**config.mk**
```make
export PLATFORM = sky130hd
export DESIGN_NAME = game_ctrl_flat
export DESIGN_NICKNAME = d
export VERILOG_FILES = /design/src/rtl/game_pkg.sv /design/src/rtl/game_ctrl_if.sv /design/src/rtl/frame_sync.sv /design/src/rtl/game_ctrl.sv /design/src/flat_wrapper.sv
export SDC_FILE = /design/constraint.sdc
export NUM_CORES = 1
export LEC_CHECK = 0
export BUFFER_PORTS_ARGS = -buffer_cell sky130_fd_sc_hd__buf_2
export CAP_MARGIN = 20
export CORE_MARGIN = 1
export CORE_UTILIZATION = 62
export CTS_BUF_LIST = sky130_fd_sc_hd__clkbuf_16
export CTS_CLUSTER_DIAMETER = 60
export DETAILED_ROUTE_END_ITERATION = 10
export PLACE_DENSITY = 0.89
export SETUP_SLACK_MARGIN = 0.05
export SLEW_MARGIN = 15
export SYNTH_ARGS = -nofsm -noshare
export SYNTH_HDL_FRONTEND = slang
export SYNTH_SLANG_ARGS = --single-unit
```
**constraint.sdc**
```tcl
create_clock -name Clk -period 6.3 [get_ports Clk]
set_input_delay 0.315 -clock Clk [delete_from_list [all_inputs] [get_ports Clk]]
set_output_delay 0.315 -clock Clk [all_outputs]
set_load 0.03 [all_outputs]
```
**src/rtl/game_pkg.sv**
```systemverilog
// game_pkg: shared types and default constants for the game controller
// and the blocks that sit around it.
//   state_t             - game state encoding (IDLE, PLAYING, DYING, OVER)
//   *_FRAMES_DEF        - default frame-tick counts for flap, burn and score
//   SCORE_W             - width of the survival score
package game_pkg;

    typedef enum logic [1:0] {
        IDLE    = 2'd0,
        PLAYING = 2'd1,
        DYING   = 2'd2,
        OVER    = 2'd3
    } state_t;

    localparam int FLAP_FRAMES_DEF  = 8;
    localparam int BURN_FRAMES_DEF  = 60;
    localparam int SCORE_FRAMES_DEF = 30;
    localparam int SCORE_W          = 16;

endpackage

```
**src/rtl/game_ctrl_if.sv**
```systemverilog
// game_ctrl_if: signals between the game controller and its surroundings.
//   frame_clk  - VGA vertical sync (asynchronous to the system clock)
//   crash      - per-pixel collision flag from the colour mapper
//   start_key  - level, high while the start key is held
//   alternator - wing-flap sprite select
//   burn       - burning-sprite select
//   freeze     - hold bird and obstacle positions
//   game_over  - high in OVER
//   score      - unsigned survival score
//   frame_tick - one-cycle pulse per frame
// master: the environment (VGA timing, keyboard, colour mapper side).
// slave:  the game controller.
interface game_ctrl_if;
    import game_pkg::*;

    logic               frame_clk;
    logic               crash;
    logic               start_key;
    logic               alternator;
    logic               burn;
    logic               freeze;
    logic               game_over;
    logic [SCORE_W-1:0] score;
    logic               frame_tick;

    modport master (
        output frame_clk, crash, start_key,
        input  alternator, burn, freeze, game_over, score, frame_tick
    );

    modport slave (
        input  frame_clk, crash, start_key,
        output alternator, burn, freeze, game_over, score, frame_tick
    );

endinterface

```
**src/rtl/frame_sync.sv**
```systemverilog
// frame_sync: brings an asynchronous level (VGA vsync) into the clk domain
// and emits a single-cycle pulse for each of its rising edges.
//   clk   - destination clock
//   rst   - asynchronous active-high reset
//   level - asynchronous input
//   pulse - registered one-cycle pulse, 3 clk edges after a rising edge of level
module frame_sync (
    input  logic clk,
    input  logic rst,
    input  logic level,
    output logic pulse
);

    logic meta;
    logic sync;
    logic prev;

    always_ff @(posedge clk or posedge rst) begin
        if (rst) begin
            meta  <= 1'b0;
            sync  <= 1'b0;
            prev  <= 1'b0;
            pulse <= 1'b0;
        end else begin
            meta  <= level;
            sync  <= meta;
            prev  <= sync;
            pulse <= sync & ~prev;
        end
    end

endmodule

```
**src/rtl/game_ctrl.sv**
```systemverilog
// game_ctrl: frame-rate game controller. Turns the colour mapper's crash
// flag into game state, drives the sprite selects, freezes motion after a
// crash and keeps a saturating survival score.
//   Clk   - system clock
//   Reset - asynchronous active-high reset
//   bus   - game_ctrl_if slave modport (inputs frame_clk, crash, start_key;
//           outputs alternator, burn, freeze, game_over, score, frame_tick)
module game_ctrl
    import game_pkg::*;
#(
    parameter int FLAP_FRAMES  = FLAP_FRAMES_DEF,
    parameter int BURN_FRAMES  = BURN_FRAMES_DEF,
    parameter int SCORE_FRAMES = SCORE_FRAMES_DEF
) (
    input  logic        Clk,
    input  logic        Reset,
    game_ctrl_if.slave  bus
);

    localparam int FLAP_W = $clog2(FLAP_FRAMES + 1);
    localparam int BURN_W = $clog2(BURN_FRAMES + 1);
    localparam int DIV_W  = $clog2(SCORE_FRAMES + 1);

    localparam logic [FLAP_W-1:0] FLAP_LAST  = FLAP_W'(FLAP_FRAMES - 1);
    localparam logic [BURN_W-1:0] BURN_LAST  = BURN_W'(BURN_FRAMES - 1);
    localparam logic [DIV_W-1:0]  SCORE_LAST = DIV_W'(SCORE_FRAMES - 1);

    function automatic logic [SCORE_W-1:0] sat_inc(input logic [SCORE_W-1:0] v);
        if (&v)
            return v;
        return v + 1'b1;
    endfunction

    state_t             state;
    logic [FLAP_W-1:0]  flap_cnt;
    logic [BURN_W-1:0]  burn_cnt;
    logic [DIV_W-1:0]   score_div;
    logic [SCORE_W-1:0] score_q;
    logic               crash_pending;
    logic               alternator_q;
    logic               burn_q;
    logic               freeze_q;
    logic               game_over_q;
    logic               start_d;
    logic               start_prev;
    logic               press;
    logic               frame_tick;

    frame_sync u_frame_sync (
        .clk   (Clk),
        .rst   (Reset),
        .level (bus.frame_clk),
        .pulse (frame_tick)
    );

    // start_d is the registered key level, so a press is seen one cycle
    // after the key rises and a held key yields only one press.
    assign press = start_d & ~start_prev;

    always_ff @(posedge Clk or posedge Reset) begin
        if (Reset) begin
            state         <= IDLE;
            flap_cnt      <= '0;
            burn_cnt      <= '0;
            score_div     <= '0;
            score_q       <= '0;
            crash_pending <= 1'b0;
            alternator_q  <= 1'b0;
            burn_q        <= 1'b0;
            freeze_q      <= 1'b1;
            game_over_q   <= 1'b0;
            start_d       <= 1'b0;
            start_prev    <= 1'b0;
        end else begin
            start_d    <= bus.start_key;
            start_prev <= start_d;

            // Wing flap animates while alive or waiting; holds once burning.
            if (frame_tick && (state == IDLE || state == PLAYING)) begin
                if (flap_cnt == FLAP_LAST) begin
                    flap_cnt     <= '0;
                    alternator_q <= ~alternator_q;
                end else begin
                    flap_cnt <= flap_cnt + 1'b1;
                end
            end

            case (state)
                IDLE: begin
                    if (press) begin
                        state         <= PLAYING;
                        freeze_q      <= 1'b0;
                        score_q       <= '0;
                        score_div     <= '0;
                        crash_pending <= 1'b0;
                    end
                end

                PLAYING: begin
                    if (frame_tick) begin
                        crash_pending <= 1'b0;
                        // A crash landing on the tick cycle itself still counts.
                        if (crash_pending | bus.crash) begin
                            state    <= DYING;
                            burn_q   <= 1'b1;
                            freeze_q <= 1'b1;
                            burn_cnt <= '0;
                        end else if (score_div == SCORE_LAST) begin
                            score_div <= '0;
                            score_q   <= sat_inc(score_q);
                        end else begin
                            score_div <= score_div + 1'b1;
                        end
                    end else if (bus.crash) begin
                        crash_pending <= 1'b1;
                    end
                end

                DYING: begin
                    if (frame_tick) begin
                        burn_cnt <= burn_cnt + 1'b1;
                        if (burn_cnt == BURN_LAST) begin
                            state       <= OVER;
                            game_over_q <= 1'b1;
                        end
                    end
                end

                OVER: begin
                    if (press) begin
                        state       <= IDLE;
                        burn_q      <= 1'b0;
                        game_over_q <= 1'b0;
                    end
                end

                default: begin
                    state <= IDLE;
                end
            endcase
        end
    end

    assign bus.alternator = alternator_q;
    assign bus.burn       = burn_q;
    assign bus.freeze     = freeze_q;
    assign bus.game_over  = game_over_q;
    assign bus.score      = score_q;
    assign bus.frame_tick = frame_tick;

endmodule

```
**src/flat_wrapper.sv**
```systemverilog
// flat-port wrapper written by rule: the top's interface ports become plain ports
module game_ctrl_flat import game_pkg::*;
#(
    parameter int FLAP_FRAMES  = FLAP_FRAMES_DEF,
    parameter int BURN_FRAMES  = BURN_FRAMES_DEF,
    parameter int SCORE_FRAMES = SCORE_FRAMES_DEF
)
  (Clk, Reset, bus_frame_clk, bus_crash, bus_start_key, bus_alternator, bus_burn, bus_freeze, bus_game_over, bus_score, bus_frame_tick);
  game_ctrl_if bus_i ();
  input  logic Clk;
  input  logic Reset;
  input wire logic [$bits(bus_i.frame_clk)-1:0] bus_frame_clk;
  input wire logic [$bits(bus_i.crash)-1:0] bus_crash;
  input wire logic [$bits(bus_i.start_key)-1:0] bus_start_key;
  output wire logic [$bits(bus_i.alternator)-1:0] bus_alternator;
  output wire logic [$bits(bus_i.burn)-1:0] bus_burn;
  output wire logic [$bits(bus_i.freeze)-1:0] bus_freeze;
  output wire logic [$bits(bus_i.game_over)-1:0] bus_game_over;
  output wire logic [$bits(bus_i.score)-1:0] bus_score;
  output wire logic [$bits(bus_i.frame_tick)-1:0] bus_frame_tick;
  assign bus_i.frame_clk = bus_frame_clk;
  assign bus_i.crash = bus_crash;
  assign bus_i.start_key = bus_start_key;
  assign bus_alternator = bus_i.alternator;
  assign bus_burn = bus_i.burn;
  assign bus_freeze = bus_i.freeze;
  assign bus_game_over = bus_i.game_over;
  assign bus_score = bus_i.score;
  assign bus_frame_tick = bus_i.frame_tick;
  game_ctrl #(.FLAP_FRAMES(FLAP_FRAMES), .BURN_FRAMES(BURN_FRAMES), .SCORE_FRAMES(SCORE_FRAMES)) u_core (.Clk(Clk), .Reset(Reset), .bus(bus_i));
endmodule
```
==> run summary <==
placer congestion estimate: 0.831
Setup crit end: u_core.bus.score[7]$_DFFE_PP0P_
Min Clock Period, post-route: 2970 ps
crit path cell chain: inv_1, ha_1, nor4bb_1, a2bb2oi_1, o211a_1, a31oi_1
CP arrival: 3100 ps
RSZ-0062 raised after global routing: false
Placed Cells: 305
DR pass1 iterations: 5
synth unique cells: 51
layout cells sized above 1: 0.150
post_cts resized: 0
dominant cell by count in the synthesized netlist: dfrtp_1
main combinational cell family by area after synthesis: compound AO/OA/AOI/OAI gates
kind of critical path: flip-flop to flip-flop
Pleak: 1.18 nW
compound-cell area share of the yosys netlist: 0.212
multiplexer share of the synthesized area: 0.00919
relative max-transition margin: 0.475
hold slack: 138 ps
Hold Vio Cnt, Final: 0
top-area cell type share of the netlist area: 0.465
crit path from: u_core.state[1]$_DFFE_PP0P_
area delta synth->final: 13.4%
Remaining DRCs: 0
Max-Cap Viols: 0
Fillers: 261
Largest stage delay, worst path: 680 ps
clock sinks: 44
FFs w/ async S/R, synth: 1.00
Clock Path Buffers: 2
Final Max Slew Viols: 0
routed vias: 2017
sequential element share of the synthesized area: 0.476
RR Startpoint: u_core.state[1]$_DFFE_PP0P_
CTS Root Cell: clkbuf_16
vias in the first global route: 1893
number of core rows: 21
Final HPWL DP: 3.23 mm
total CTS buffers: 5
die extent in x: 63.1 um
type of the tightest min-delay check: input port to flip-flop
Mapped Nets: 256
Post-Syn Area: 0.00231 mm2
Clk pin slew, worst setup/hold paths: 60 ps
number of synthesized flops with an enable pin: 0
Fmax: 0.336 GHz
io pins: 26
Iteration-0 DRC Markers: 211
WL/cell: 16.1 um
Tot GR Track Use: 0.279
first-pass GRT wire length: 8.65 mm
Post-Synth Simple-Gate Area: 0.203
# Post-CTS Setup Buffers: 0
chip height: 63.1 um
worst skew pair latency: 280 ps
Synth Instances: 242
hold_buf cts: 0
Via density: 6.44
worst r2r path cells: 6
outcome: finished, final reports clean
Final Cycle Share: 0.472
largest cells by area after synthesis: dfrtp_1, a31oi_1, ha_1
R2R setup slack: 3330 ps
CP Max Fanout: 22
Pwr Total: 1.02 mW
pin count of the biggest net entering global routing: 45
Core ar.: 0.00347 mm2
# diodes: 0
Layout Utilization: 0.757
Mean Syn Cell Area: 9.56 um2
measured slew at the worst slew-check pin: 788 ps
Worst VDD drop: 0.000254 V
Synth Area in Adders: 0.0486
total negative slack: 0 ps
Top FF cell, synth: dfrtp_1
# nets final: 280
WL final: 5.05 mm
initial antenna violation count: 0
Worst path slowest cell: ha_1
reg2reg end: u_core.bus.score[7]$_DFFE_PP0P_
power per standard cell area: 387 mW/mm2
clk_skew: 3.78 ps
Register Area: 0.00110 mm2
type of origin of the critical path: flip-flop
htree depth: 2
die area: 0.00398 mm2
most frequent cells after synthesis: dfrtp_1, nand2_1, a31oi_1, o21ai_0, nand3_1
Crit. End Element: flip-flop
Yosys top cell by area: dfrtp_1
#FFs+latches synth: 44
area of the multi-input gates: 0.00111 mm2
CP Data Required Time: 6430 ps
Yosys warnings: 0
Initial Utilization: 0.667
Synth Area in XOR/XNOR: 0.00757
fin cells: 313
Port Buffers: 25
post-route antenna net violation count: 0
total grt overflow: 0
CTS tree: yes
endpoints failing setup: 0
worst min-delay path by stage:
stage | from | end | slack [ps] | cells after the start
6_report | bus_start_key | u_core.start_d$_DFF_PP0_ | 140 | 1
5_1_grt | bus_start_key | u_core.start_d$_DFF_PP0_ | 130 | 1
4_1_cts | bus_start_key | u_core.start_d$_DFF_PP0_ | 140 | 1
3_5_place_dp | u_core.u_frame_sync.meta$_DFF_PP0_ | u_core.u_frame_sync.sync$_DFF_PP0_ | 350 | 0
3_3_place_gp | u_core.u_frame_sync.meta$_DFF_PP0_ | u_core.u_frame_sync.sync$_DFF_PP0_ | 340 | 0
2_1_floorplan | u_core.u_frame_sync.meta$_DFF_PP0_ | u_core.u_frame_sync.sync$_DFF_PP0_ | 330 | 0
cell usage in the layout, fill, tap and decap left out, types with 4 or more instances in the layout:
cell	netlist	final
nor2_1	6	6
o21ai_0	14	14
nand3_1	13	13
ha_1	9	9
nand2_1	24	24
nand2b_1	11	11
nor2b_1	4	4
dfrtp_1	43	43
nor4_1	4	4
nand4_1	7	7
o21ai_1	11	11
and3_1	4	4
a21oi_1	4	4
inv_1	11	10
clkbuf_16	0	5
buf_2	2	25
a31oi_1	22	22
final cells by class:
cell class              count  share of cell area
multi-input cells         176               0.424
flip-flops and latches     44               0.420
repair buffers             27              0.0534
clock buffers               5              0.0477
well taps                  46              0.0219
inverters                  12              0.0172
clock inverters             3              0.0162
power breakdown:
group          switching (mW)  leakage (nW)  internal (mW)
combinational           0.221         0.521          0.115
clock                   0.104        0.0798          0.186
sequential             0.0538         0.578          0.334
total                   0.379          1.18          0.636
state kept, by name (all words and copies together), names as in the netlist, 2 cells and up:
register          flops
u_core.burn_cnt       6
u_core.state          2
u_core.score_div      5
u_core.bus.score     16
u_core.flap_cnt       4
metrics by stage:
stage	worst slack, ps	cell area, um2
global placement	3570	2460
global route	3100	2630
floorplan	4040	2310
CTS	3390	2630
finish	3330	2630
detailed placement	3440	2460
layer usage:
metal / share of wire / global-route usage / up-vias
met3: 0.061 / 0.0489 / 9
li1: - / - / 947
met4: 0.018 / 0.116 / 0
met1: 0.45 / 0.368 / 978
met5: 0 / 0 / -
met2: 0.47 / 0.453 / 83
kinds of logic (layout without fill, tap and decap cells):
group | after synthesis | after routing
AOI/OAI and AO/OA | 76 | 76
xor gates and xnor gates | 2 | 2
adders and majority gates | 9 | 9
buffers and inverters | 22 | 47
DFF | 44 | 44
muxes | 2 | 2
and+or+nand+nor | 87 | 87
worst max-delay path, delay by kind of cell, from the launching register on:
family,cells,cell delay [ps]
AO/OA/AOI/OAI,3,1240
adder cells (fa/ha/maj),1,680
buffers and inverters,1,110
flip-flops,1,420
AND/OR/NAND/NOR,1,350
(Power assumes the default switching activity.)
